$ cat src/rtl/tamagotchi_pkg.sv
// Shared definitions for the Tamagotchi core: activity codes driven by the
// state controller and the width of every pet attribute.
package tamagotchi_pkg;

    localparam int ATTR_W = 8;

    typedef enum logic [3:0] {
        ST_IDLE       = 4'b0000,
        ST_DORMINDO   = 4'b0001,
        ST_COMENDO    = 4'b0010,
        ST_DANDO_AULA = 4'b0100,
        ST_MORTO      = 4'b1000
    } estado_t;

endpackage

$ cat src/rtl/gerenciador_atributos_saturador.sv
// saturador: applies a signed 9-bit delta to an 8-bit attribute and clamps
// the result to 0..255. Purely combinational; the caller registers it.
module saturador
    import tamagotchi_pkg::*;
(
    input  logic [ATTR_W-1:0] valor,
    input  logic signed [8:0] delta,
    output logic [ATTR_W-1:0] resultado
);

    // One extra bit over the 9-bit delta so value+delta (-256..510) never wraps.
    logic signed [9:0] soma;

    assign soma = $signed({2'b00, valor}) + $signed({delta[8], delta});

    // Clamp: negative sums pin to 0, sums above 255 pin to 255.
    always_comb begin
        resultado = soma[ATTR_W-1:0];
        if (soma[9]) begin
            resultado = '0;
        end else if (soma > 10'sd255) begin
            resultado = '1;
        end
    end

endmodule

$ cat src/rtl/gerenciador_atributos.sv
// gerenciador_atributos: keeps the pet attributes fome, felicidade and sono.
// A free-running prescaler emits a one-cycle tick every TICK_DIV cycles; on
// the edge that ends the tick cycle each attribute moves by a delta chosen
// from estado, saturating at 0 and 255.
// Optional feature macro: ATTR_MORTE_EN (sticky death flag that freezes the
// attributes once any of them reaches 0 on a tick).
module gerenciador_atributos
    import tamagotchi_pkg::*;
#(
    parameter logic [15:0]       TICK_DIV = 16'd50000,
    parameter logic [ATTR_W-1:0] INIT     = 8'd200,
    parameter logic [ATTR_W-1:0] GAIN     = 8'd4,
    parameter logic [ATTR_W-1:0] DECAY    = 8'd1
) (
    input  logic              clk,
    input  logic              rst_n,
    input  logic [3:0]        estado,
    output logic [ATTR_W-1:0] fome,
    output logic [ATTR_W-1:0] felicidade,
    output logic [ATTR_W-1:0] sono,
    output logic              tick,
    output logic              morto
);

    localparam logic [15:0] TICK_LAST = TICK_DIV - 16'd1;

    // Signed deltas. 2*DECAY is built in 9 bits; if it exceeds 255 its
    // negation no longer fits, but -256 already drives any value to 0.
    localparam logic signed [8:0] D_GAIN  = $signed({1'b0, GAIN});
    localparam logic signed [8:0] D_DEC   = 9'sd0 - $signed({1'b0, DECAY});
    localparam logic        [8:0] DEC2    = {DECAY, 1'b0};
    localparam logic signed [8:0] D_DEC2  = (DEC2 > 9'd255) ? -9'sd256
                                                            : 9'sd0 - $signed(DEC2);
    localparam logic signed [8:0] D_HOLD  = 9'sd0;

    logic [15:0]       cnt_q, cnt_d;
    logic              tick_q, tick_d;
    logic [ATTR_W-1:0] fome_q, fome_d;
    logic [ATTR_W-1:0] felicidade_q, felicidade_d;
    logic [ATTR_W-1:0] sono_q, sono_d;

    logic signed [8:0] delta_fome, delta_felicidade, delta_sono;
    logic [ATTR_W-1:0] fome_sat, felicidade_sat, sono_sat;
    logic              congelado;

    // Prescaler: wraps at TICK_DIV-1; tick is registered and high while the
    // counter sits on its last value.
    always_comb begin
        cnt_d  = (cnt_q == TICK_LAST) ? 16'd0 : cnt_q + 16'd1;
        tick_d = (cnt_d == TICK_LAST);
    end

    // Per-activity delta selection; unknown and multi-hot codes behave as IDLE.
    always_comb begin
        delta_fome       = D_DEC;
        delta_felicidade = D_DEC;
        delta_sono       = D_DEC;
        case (estado)
            ST_COMENDO: begin
                delta_fome = D_GAIN;
            end
            ST_DORMINDO: begin
                delta_sono       = D_GAIN;
                delta_felicidade = D_HOLD;
            end
            ST_DANDO_AULA: begin
                delta_felicidade = D_GAIN;
                delta_sono       = D_DEC2;
            end
            ST_MORTO: begin
                delta_fome       = D_HOLD;
                delta_felicidade = D_HOLD;
                delta_sono       = D_HOLD;
            end
            default: ;
        endcase
    end

    saturador u_sat_fome (
        .valor     (fome_q),
        .delta     (delta_fome),
        .resultado (fome_sat)
    );

    saturador u_sat_felicidade (
        .valor     (felicidade_q),
        .delta     (delta_felicidade),
        .resultado (felicidade_sat)
    );

    saturador u_sat_sono (
        .valor     (sono_q),
        .delta     (delta_sono),
        .resultado (sono_sat)
    );

`ifdef ATTR_MORTE_EN
    logic morto_q, morto_d;

    // Death flag: set when any post-update attribute hits 0 on a tick,
    // cleared only by reset.
    always_comb begin
        morto_d = morto_q;
        if (tick_q && !morto_q &&
            ((fome_sat == '0) || (felicidade_sat == '0) || (sono_sat == '0))) begin
            morto_d = 1'b1;
        end
    end

    // Death flag register.
    always_ff @(posedge clk or negedge rst_n) begin
        if (!rst_n) begin
            morto_q <= 1'b0;
        end else begin
            morto_q <= morto_d;
        end
    end

    assign congelado = morto_q;
    assign morto     = morto_q;
`else
    assign congelado = 1'b0;
    assign morto     = 1'b0;
`endif

    // Attribute next-state: move only on a tick and only while not frozen.
    always_comb begin
        fome_d       = fome_q;
        felicidade_d = felicidade_q;
        sono_d       = sono_q;
        if (tick_q && !congelado) begin
            fome_d       = fome_sat;
            felicidade_d = felicidade_sat;
            sono_d       = sono_sat;
        end
    end

    // State registers for prescaler, tick and attributes.
    always_ff @(posedge clk or negedge rst_n) begin
        if (!rst_n) begin
            cnt_q        <= 16'd0;
            tick_q       <= 1'b0;
            fome_q       <= INIT;
            felicidade_q <= INIT;
            sono_q       <= INIT;
        end else begin
            cnt_q        <= cnt_d;
            tick_q       <= tick_d;
            fome_q       <= fome_d;
            felicidade_q <= felicidade_d;
            sono_q       <= sono_d;
        end
    end

    assign fome       = fome_q;
    assign felicidade = felicidade_q;
    assign sono       = sono_q;
    assign tick       = tick_q;

endmodule

$ cat config.mk
export PLATFORM = sky130hd
export DESIGN_NAME = gerenciador_atributos
export DESIGN_NICKNAME = d
export VERILOG_FILES = /design/src/rtl/tamagotchi_pkg.sv /design/src/rtl/gerenciador_atributos_saturador.sv /design/src/rtl/gerenciador_atributos.sv
export SDC_FILE = /design/constraint.sdc
export NUM_CORES = 1
export LEC_CHECK = 0
export ABC_AREA = 0
export CORE_MARGIN = 2
export CORE_UTILIZATION = 63
export DETAILED_ROUTE_END_ITERATION = 12
export PLACE_DENSITY_LB_ADDON = 0.3
export SKIP_CTS_REPAIR_TIMING = 1
export SLEW_MARGIN = 20
export SYNTH_ARGS = -nofsm -noshare
export SYNTH_HDL_FRONTEND = slang
export SYNTH_SLANG_ARGS = --single-unit
$ cat constraint.sdc
create_clock -name clk -period 4.1 [get_ports clk]
set_input_delay 0.82 -clock clk [delete_from_list [all_inputs] [get_ports clk]]
set_output_delay 0.82 -clock clk [all_outputs]
set_load 0.02 [all_outputs]
==> results of run 1 <==
-- layout by cell type, fill, tap and decap left out, types with 9 or more instances in the layout --
cell,count
ha_1,30
nor3_1,12
a21oi_1,31
dfrtp_1,32
dfstp_2,9
nor2_1,24
a22oi_1,9
clkdlybuf4s50_1,29
o21ai_0,9
inv_1,12
nand2_1,40
xnor2_1,19
xor2_1,14
-- sequential cells by signal, indices dropped and copies added (netlist names) --
signal      count
cnt_q          16
fome            8
tick            1
sono            8
felicidade      8
-- through the flow --
step | setup WS [ns] | instances
final | 0.314 | 455
after global routing | 0.0831 | 455
after CTS | 0.350 | 455
after detailed placement | 0.0847 | 447
after global placement | 0.257 | 447
after floorplan | 0.756 | 353
-- where the power goes --
group          switching, mW  internal, mW
clock                  0.135         0.137
combinational          0.137         0.106
sequential           0.00536         0.409
total                  0.278         0.652
-- worst reg2reg max path, cell delays in order, from the launching register on --
cell and delay [ns]:
dfrtp_1 0.41, ha_1 0.20, inv_1 0.06, fa_1 0.40
nand2b_1 0.18, a21oi_1 0.24, o22ai_1 0.15, nor4b_2 0.19
a31oi_2 0.39, a22oi_1 0.13
-- cell type report --
cell class / instances / share of cell area (%)
Clock buffer: 8 / 2.42
Tap cell: 70 / 2.36
Sequential cell: 41 / 27.9
Timing Repair Buffer: 35 / 8.95
Inverter: 13 / 1.31
Multi-Input combinational cell: 288 / 57.1
-- cell families (layout without fill, tap and decap cells) --
family,after synthesis,count (layout)
adders and majority gates,33,33
AOI/OAI and AO/OA,100,100
buffers and inverters,24,56
muxes,1,1
and+or+nand+nor,120,120
DFF,41,41
xor gates and xnor gates,33,33
other,1,1
-- final timing paths --
check	endpoint	cells after the start	from	slack [ns]
hold reg to reg	fome[3]	1	fome[3]	0.50
hold / removal	fome[3]	1	fome[3]	0.50
max in group asynchronous	cnt_q[9]	1	rst_n	2.86
setup reg to reg	felicidade[4]	9	felicidade[0]	1.60
min in group asynchronous	felicidade[1]	1	rst_n	0.65
setup / recovery	felicidade[4]	14	estado[3]	0.31
-- metal layers --
| layer | share of wire (%) | wire length, um | track usage (%) |
|---|---|---|---|
| met2 | 50 | 3390 | 41.1 |
| met4 | 1.4 | 95 | 10.4 |
| met5 | 0 | 0 | 0 |
| met1 | 45 | 3070 | 32.1 |
| met3 | 3.6 | 248 | 4.15 |
==> flow_metrics.env, run 1 <==
export IMPL_status="complete, no violations"
export IMPL_multi_input_area_um2=2120
export IMPL_async_reset_ff_share_pct=100
export IMPL_drc_errors=0
export IMPL_fmax_mhz=264
export IMPL_htreeDepth=2
export IMPL_synth_xor_area_share_pct=8.78
export IMPL_ir_drop_mv=0.198
export IMPL_synth_top_family_by_area="compound AO/OA/AOI/OAI gates"
export IMPL_drv_cap=0
export IMPL_num_vias=2735
export IMPL_ctsLongestPathBuffers=2
export IMPL_ys_ff_latch=41
export IMPL_crit_buf_inv=3
export IMPL_power_uw=930
export IMPL_yosys_top_cells_area="dfrtp_1 (24%), ha_1 (11%), dfstp_2 (7.2%)"
export IMPL_cp_top_family="compound AO/OA/AOI/OAI gates"
export IMPL_cts_tree="built"
export IMPL_worstSetupStartpointType="primary input"
export IMPL_endpoint_kind="flip-flop"
export IMPL_viasPerCell=6.01
export IMPL_ant_nets=0
export IMPL_grt_usage_pct=24.7
export IMPL_muxShareOfSynthArea_pct=0.304
export IMPL_p_leak_nw=1.62
export IMPL_ys_types=62
export IMPL_synth_most_common_cell="nand2_1"
export IMPL_utilization_pct=73.3
export IMPL_dr_pass1_iters=4
export IMPL_antenna_found_initial=0
export IMPL_nets=423
export IMPL_root_buffer="clkbuf_8"
export IMPL_final_fill_count=415
export IMPL_num_rows=26
export IMPL_fp_dieW_um=76.3
export IMPL_clock_skew_ns=0.00995
export IMPL_dp_hpwl_um=5070
export IMPL_clk_latency_ns=0.29
export IMPL_syn_inst=353
export IMPL_area_growth_pct=12.9
export IMPL_start_util_pct=64.9
export IMPL_rsz0062_at_grt="false"
export IMPL_yosysTopAreaCellShare_pct=24.3
export IMPL_drive_above_1_share_pct=10.9
export IMPL_dpl_cell_area_um2=3630
export IMPL_powerDensity_nw_per_um2=250
export IMPL_synth_compound_area_share_pct=21.7
export IMPL_hold_viol_final=0
export IMPL_period_needed_ns=3.79
export IMPL_synth_area_um2=3290
export IMPL_core_area_um2=5070
export IMPL_grt_max_degree=42
export IMPL_worstPathCellList="clkdlybuf4s50_1 -> xnor2_1 -> nand2b_1 -> and3b_1 -> inv_1 -> ha_1 -> inv_1 -> fa_1 -> nand2b_1 -> a21oi_1 -> o22ai_1 -> nor4b_2 -> a31oi_2 -> a22oi_1"
export IMPL_die_y_um=76.3
export IMPL_final_max_slew_viol_count=0
export IMPL_synth_edf_count=0
export IMPL_worst_hold_slack_ns=0.496
export IMPL_gp_congestion=0.895
export IMPL_yosys_area_share_simple_pct=20.3
export IMPL_synth_largest_area_cell="dfrtp_1"
export IMPL_crit_fanout=8
export IMPL_hold_path_class="flip-flop to flip-flop"
export IMPL_io_buffers=30
export IMPL_num_antenna_cells=0
export IMPL_drt_iter0_drc=153
export IMPL_layout_area_seq_um2=1040
export IMPL_ys_seq_area_share_pct=31.5
export IMPL_setup_tns_ns=0
export IMPL_wirelength_um=6800
export IMPL_syn_num_nets=392
export IMPL_critical_path_class="primary input to flip-flop"
export IMPL_slowest_delay_ns=0.53
export IMPL_wl_per_cell_um=14.9
export IMPL_grt_pass1_vias=2590
export IMPL_crit_slowest_cell="clkdlybuf4s50_1"
export IMPL_finalSetupViolations=0
export IMPL_yosys_warnings=0
export IMPL_synth_flop_cell="dfrtp_1"
export IMPL_cts_sinks=41
export IMPL_slew_limit_headroom_pct=35.7
export IMPL_period_share_pct=92.3
export IMPL_die_area_um2=5820
export IMPL_critPathRequiredTime_ns=4.26
export IMPL_final_cell_area_um2=3720
export IMPL_synthTopCellsByCount="nand2_1 (40), dfrtp_1 (32), a21oi_1 (31)"
export IMPL_gr_total_overflow=0
export IMPL_io_pins=32
export IMPL_worst_pin_slew_ns=0.959
export IMPL_worst_endpoint_arrival_ns=3.94
export IMPL_grt_pass1_wl_um=11800
export IMPL_synth_area_per_cell_um2=9.33
export IMPL_cts_buffers=5
export IMPL_synth_adder_area_share_pct=13.2
export IMPL_clk_pin_slew_ns=0.08
Note: power is estimated with default switching activity, not from simulation.
==> run 2, diff against run 1 <==
Settings changed: CTS_BUF_LIST set to sky130_fd_sc_hd__clkbuf_16, CTS_CLUSTER_DIAMETER set to 40.
==> run 2 against run 1 <==
Against the previous run:
- combinational power is essentially flat
- final cell count did not move
- non-clock buffer count stayed put
- clock-buffer cell count fell by 3
- wire length increased by 0.54%
- sequential power barely moved
- first-iteration DRC count fell by 28%
- clock power grew 35%
- cell area is 1.2% higher
- global-route usage is 0.15 points higher
- register-to-register slack is essentially flat
- largest power group unchanged
- highest routed layer unchanged
==> flow_metrics.env, run 2 (synthesis results as in run 1) <==
export IMPL_status="complete, no violations"
export IMPL_dr_pass1_iters=4
export IMPL_drc_errors=0
export IMPL_power_mw=1.03
export IMPL_multi_input_area_um2=2120
export IMPL_nets=423
export IMPL_critPathRequiredTime_ns=4.24
export IMPL_drt_iter0_drc=110
export IMPL_ant_nets=0
export IMPL_hold_depth=1
export IMPL_clkPwrFrac_pct=35.9
export IMPL_min_from="fome[3]"
export IMPL_layout_area_seq_um2=1040
export IMPL_num_antenna_cells=0
export IMPL_worst_endpoint_arrival_ns=3.93
export IMPL_hold_path_class="flip-flop to flip-flop"
export IMPL_r2r_slack_ns=1.59
export IMPL_final_fill_count=406
export IMPL_holdPathEnd="fome[3]"
export IMPL_utilization_pct=74.2
export IMPL_gp_congestion=0.895
export IMPL_grt_pass1_vias=2592
export IMPL_layout_commonest_cell="nand2_1"
export IMPL_antenna_found_initial=0
export IMPL_start_util_pct=64.9
export IMPL_io_pins=32
export IMPL_crit_fanout=8
export IMPL_root_buffer="clkbuf_16"
export IMPL_ir_drop_mv=0.224
export IMPL_switching_share_pct=28.5
export IMPL_worst_pin_slew_ns=0.980
export IMPL_clock_skew_ns=0.00670
export IMPL_core_area_um2=5070
export IMPL_fmax_mhz=264
export IMPL_power_frac_comb_pct=23.6
export IMPL_clk_pin_slew_ns=0.06
export IMPL_drive_above_1_share_pct=10.6
export IMPL_io_buffers=30
export IMPL_grt_usage_pct=24.9
export IMPL_post_place_cells=447
export IMPL_hold_viol_final=0
export IMPL_cts_sinks=41
export IMPL_htreeDepth=2
export IMPL_num_vias=2734
export IMPL_p_leak_nw=1.65
export IMPL_fp_dieW_um=76.3
export IMPL_endpoint_kind="flip-flop"
export IMPL_die_area_um2=5820
export IMPL_final_max_slew_viol_count=0
export IMPL_clk_latency_ns=0.28
export IMPL_p_int_uw=734
export IMPL_finalSetupViolations=0
export IMPL_drv_cap=0
export IMPL_grt_pass1_wl_um=11800
export IMPL_grt_max_degree=42
export IMPL_period_needed_ns=3.79
export IMPL_wl_per_cell_um=15.0
export IMPL_cts_tree="built"
export IMPL_timing_rr_end="felicidade[4]"
export IMPL_worst_hold_slack_ns=0.495
export IMPL_top_register="cnt_q"
export IMPL_powerDensity_nw_per_um2=273
export IMPL_slew_limit_headroom_pct=34.3
export IMPL_cts_buffers=5
export IMPL_rr_startpoint="felicidade[0]"
export IMPL_reg2reg_depth=9
export IMPL_p_seq_share_pct=40.4
export IMPL_dp_hpwl_um=5070
export IMPL_finalNonFillerCells=455
export IMPL_period_share_pct=92.5
export IMPL_critical_path_class="primary input to flip-flop"
export IMPL_layout_common_cells="nand2_1 (40), dfrtp_1 (32), a21oi_1 (31)"
export IMPL_rsz0062_at_grt="false"
export IMPL_power_switching_uw=293
export IMPL_num_rows=26
export IMPL_worstSetupStartpointType="primary input"
export IMPL_gr_total_overflow=0
export IMPL_wirelength_um=6830
export IMPL_area_growth_pct=14.3
export IMPL_largest_reg_flops=16
export IMPL_viasPerCell=6.01
export IMPL_setup_tns_ns=0
export IMPL_ctsLongestPathBuffers=2
export IMPL_die_y_um=76.3
## run 2: changes by cell type in the layout (fill, tap and decap cells not counted), sizes merged
| cell | before | now |
|---|---|---|
| clkbuf | 8 | 5 |
| clkinv | 1 | 2 |
| inv | 12 | 14 |
## run 2: layout make-up
type	count	area share (%)
clock buffers	5	3.32
clock inverters	3	0.299
multi-input cells	288	56.4
inverters	13	1.30
well taps	70	2.33
repair buffers	35	8.84
flip-flops and latches	41	27.6
## run 2: worst max-delay path by stage
stage	depth (start not counted)	slack, ns	end	startpoint
floorplan	14	0.76	felicidade[0]	estado[0]
global placement	14	0.26	felicidade[4]	estado[3]
detailed placement	14	0.08	felicidade[4]	estado[3]
CTS	14	0.35	felicidade[4]	estado[3]
global route	14	0.08	felicidade[4]	estado[3]
finish	14	0.31	felicidade[4]	estado[3]
## run 2: power by group through the flow
| stage | Combinational [mW] | Sequential [mW] | Clock (mW) |
|---|---|---|---|
| after floorplan | 0.179 | 0.427 | 0 |
| after global placement | 0.236 | 0.422 | 0 |
| after detailed placement | 0.242 | 0.422 | 0 |
| after CTS | 0.243 | 0.415 | 0.376 |
| after global routing | 0.272 | 0.416 | 0.396 |
| final | 0.243 | 0.415 | 0.369 |
## run 2: layer usage
metal | track usage (%) | share of wire (%) | vias to the layer above
li1 | - | - | 1358
met2 | 41.0 | 49 | 61
met4 | 10.9 | 2.3 | 0
met3 | 4.74 | 3.8 | 14
met1 | 32.0 | 45 | 1301
met5 | 0 | 0 | -
## run 2: critical path, cell delays in order
cell,delay [ns]
clkdlybuf4s50_1,0.52
xnor2_1,0.28
nand2b_1,0.10
and3b_1,0.21
inv_1,0.07
ha_1,0.18
inv_1,0.06
fa_1,0.41
nand2b_1,0.18
a21oi_1,0.24
o22ai_1,0.15
nor4b_2,0.19
a31oi_2,0.39
a22oi_1,0.13
## run 2: per-stage QoR
| step | setup WS [ns] | area [um^2] |
|---|---|---|
| global route | 0.0825 | 3760 |
| global placement | 0.257 | 3630 |
| floorplan | 0.756 | 3290 |
| detailed placement | 0.0847 | 3630 |
| CTS | 0.352 | 3760 |
| finish | 0.308 | 3760 |
==> run 3, diff against run 2 <==
Settings changed: PLACE_DENSITY set to 0.87, PLACE_DENSITY_LB_ADDON 0.3 to not set.
==> run 3 against run 2 <==
Against the previous run:
- sequential share of layout area shrank 0.073 points
- largest power group unchanged
- hold slack gained 0.0020 ns
- register-to-register slack gained 0.09 ns
- critical path type unchanged
- largest cell class unchanged
==> flow_metrics.env, run 3 (synthesis results as in run 1) <==
export IMPL_grt_pass1_vias=2704
export IMPL_cts_buffers=5
export IMPL_ant_nets=0
export IMPL_hold_path_class="flip-flop to flip-flop"
export IMPL_gp_congestion=0.937
export IMPL_ctsLongestPathBuffers=2
export IMPL_layout_common_cells="nand2_1 (40), dfrtp_1 (32), a21oi_1 (31)"
export IMPL_period_needed_ns=3.64
export IMPL_period_share_pct=88.7
export IMPL_switching_share_pct=28.9
export IMPL_final_max_slew_viol_count=0
export IMPL_finalSetupViolations=0
export IMPL_io_buffers=30
export IMPL_largest_reg_flops=16
export IMPL_fp_dieW_um=76.3
export IMPL_slew_limit_headroom_pct=34.6
export IMPL_clk_pin_slew_ns=0.06
export IMPL_viasPerCell=6.06
export IMPL_root_buffer="clkbuf_16"
export IMPL_critical_path_class="primary input to flip-flop"
export IMPL_layout_commonest_cell="nand2_1"
export IMPL_antenna_found_initial=0
export IMPL_drive_above_1_share_pct=11.4
export IMPL_hold_viol_final=0
export IMPL_wl_per_cell_um=15.6
export IMPL_nets=424
export IMPL_io_pins=32
export IMPL_power_frac_comb_pct=23.8
export IMPL_grt_pass1_wl_um=12400
export IMPL_endpoint_kind="flip-flop"
export IMPL_die_y_um=76.3
export IMPL_top_register="cnt_q"
export IMPL_final_fill_count=374
export IMPL_cts_tree="built"
export IMPL_num_rows=26
export IMPL_cts_sinks=41
export IMPL_drt_iter0_drc=158
export IMPL_status="complete, no violations"
export IMPL_power_switching_uw=300
export IMPL_worstSetupStartpointType="primary input"
export IMPL_crit_fanout=8
export IMPL_ir_drop_mv=0.188
export IMPL_dp_hpwl_um=5060
export IMPL_powerDensity_nw_per_um2=275
export IMPL_gr_total_overflow=0
export IMPL_die_area_um2=5820
export IMPL_core_area_um2=5070
export IMPL_grt_max_degree=42
export IMPL_wirelength_um=7110
export IMPL_clk_latency_ns=0.28
export IMPL_drv_cap=0
export IMPL_area_growth_pct=14.6
export IMPL_grt_usage_pct=25.9
export IMPL_power_mw=1.04
export IMPL_p_seq_share_pct=40.0
export IMPL_worst_endpoint_arrival_ns=3.78
export IMPL_worst_pin_slew_ns=0.975
export IMPL_setup_tns_ns=0
export IMPL_dr_pass1_iters=4
export IMPL_start_util_pct=64.9
export IMPL_fmax_mhz=275
export IMPL_drc_errors=0
export IMPL_p_int_uw=737
export IMPL_htreeDepth=2
export IMPL_num_vias=2765
export IMPL_p_leak_nw=1.66
export IMPL_clock_skew_ns=0.00651
export IMPL_clkPwrFrac_pct=36.2
export IMPL_critPathRequiredTime_ns=4.24
export IMPL_rsz0062_at_grt="false"
export IMPL_num_antenna_cells=0
==> run 3: power groups by stage <==
stage | Sequential [mW] | Clock (mW) | Combinational (mW)
3_3_place_gp | 0.422 | 0 | 0.238
6_report | 0.415 | 0.375 | 0.247
5_1_grt | 0.416 | 0.395 | 0.272
3_5_place_dp | 0.422 | 0 | 0.244
4_1_cts | 0.415 | 0.381 | 0.247
2_1_floorplan | 0.427 | 0 | 0.179
==> run 3: metrics by stage <==
| stage | setup WS, ns | instances | util, % | hold slack [ns] | cell area (um^2) |
|---|---|---|---|---|---|
| after floorplan | 0.756 | 353 | - | 0.500 | 3290 |
| after global placement | 0.314 | 448 | 71.6 | 0.480 | 3640 |
| after detailed placement | 0.195 | 448 | 71.6 | 0.486 | 3640 |
| after CTS | 0.473 | 456 | 74.4 | 0.496 | 3770 |
| after global routing | 0.210 | 456 | 74.4 | 0.519 | 3770 |
| final | 0.465 | 456 | 74.4 | 0.497 | 3770 |
==> run 3: worst paths after layout <==
check | cells after the start | slack, ns | end | start
worst max register to register | 8 | 1.68 | sono[0] | sono[0]
min in group asynchronous | 1 | 0.67 | felicidade[4] | rst_n
max in group asynchronous | 1 | 2.84 | cnt_q[1] | rst_n
worst max-delay path | 14 | 0.46 | felicidade[4] | estado[3]
worst min-delay path | 1 | 0.50 | fome[3] | fome[3]
worst min register to register | 1 | 0.50 | fome[3] | fome[3]
==> run 3: cell type report <==
cell class | instances | area (um^2) | area share [%]
timing repair buffer | 36 | 340 | 9.02
sequential | 41 | 1040 | 27.5
clock inverter | 3 | 13.8 | 0.365
tap | 70 | 87.6 | 2.32
inverter | 13 | 48.8 | 1.29
multi-input combinational | 288 | 2120 | 56.2
clock buffer | 5 | 125 | 3.31
==> run 3: critical path: stages <==
cell             delay [ns]
clkdlybuf4s50_1        0.57
xnor2_1                0.18
nand2b_1               0.07
and3b_1                0.22
inv_1                  0.09
ha_1                   0.18
inv_1                  0.06
fa_1                   0.39
nand2b_1               0.17
a21oi_1                0.17
o22ai_1                0.12
nor4b_2                0.18
a31oi_2                0.43
a22oi_1                0.13
==> run 3: routing by layer <==
metal	vias up	GRT usage, %	routed length (um)
li1	1354	-	-
met1	1330	34.4	3210
met2	71	44.5	3540
met3	10	4.15	268
met4	0	6.55	92
met5	-	0	0
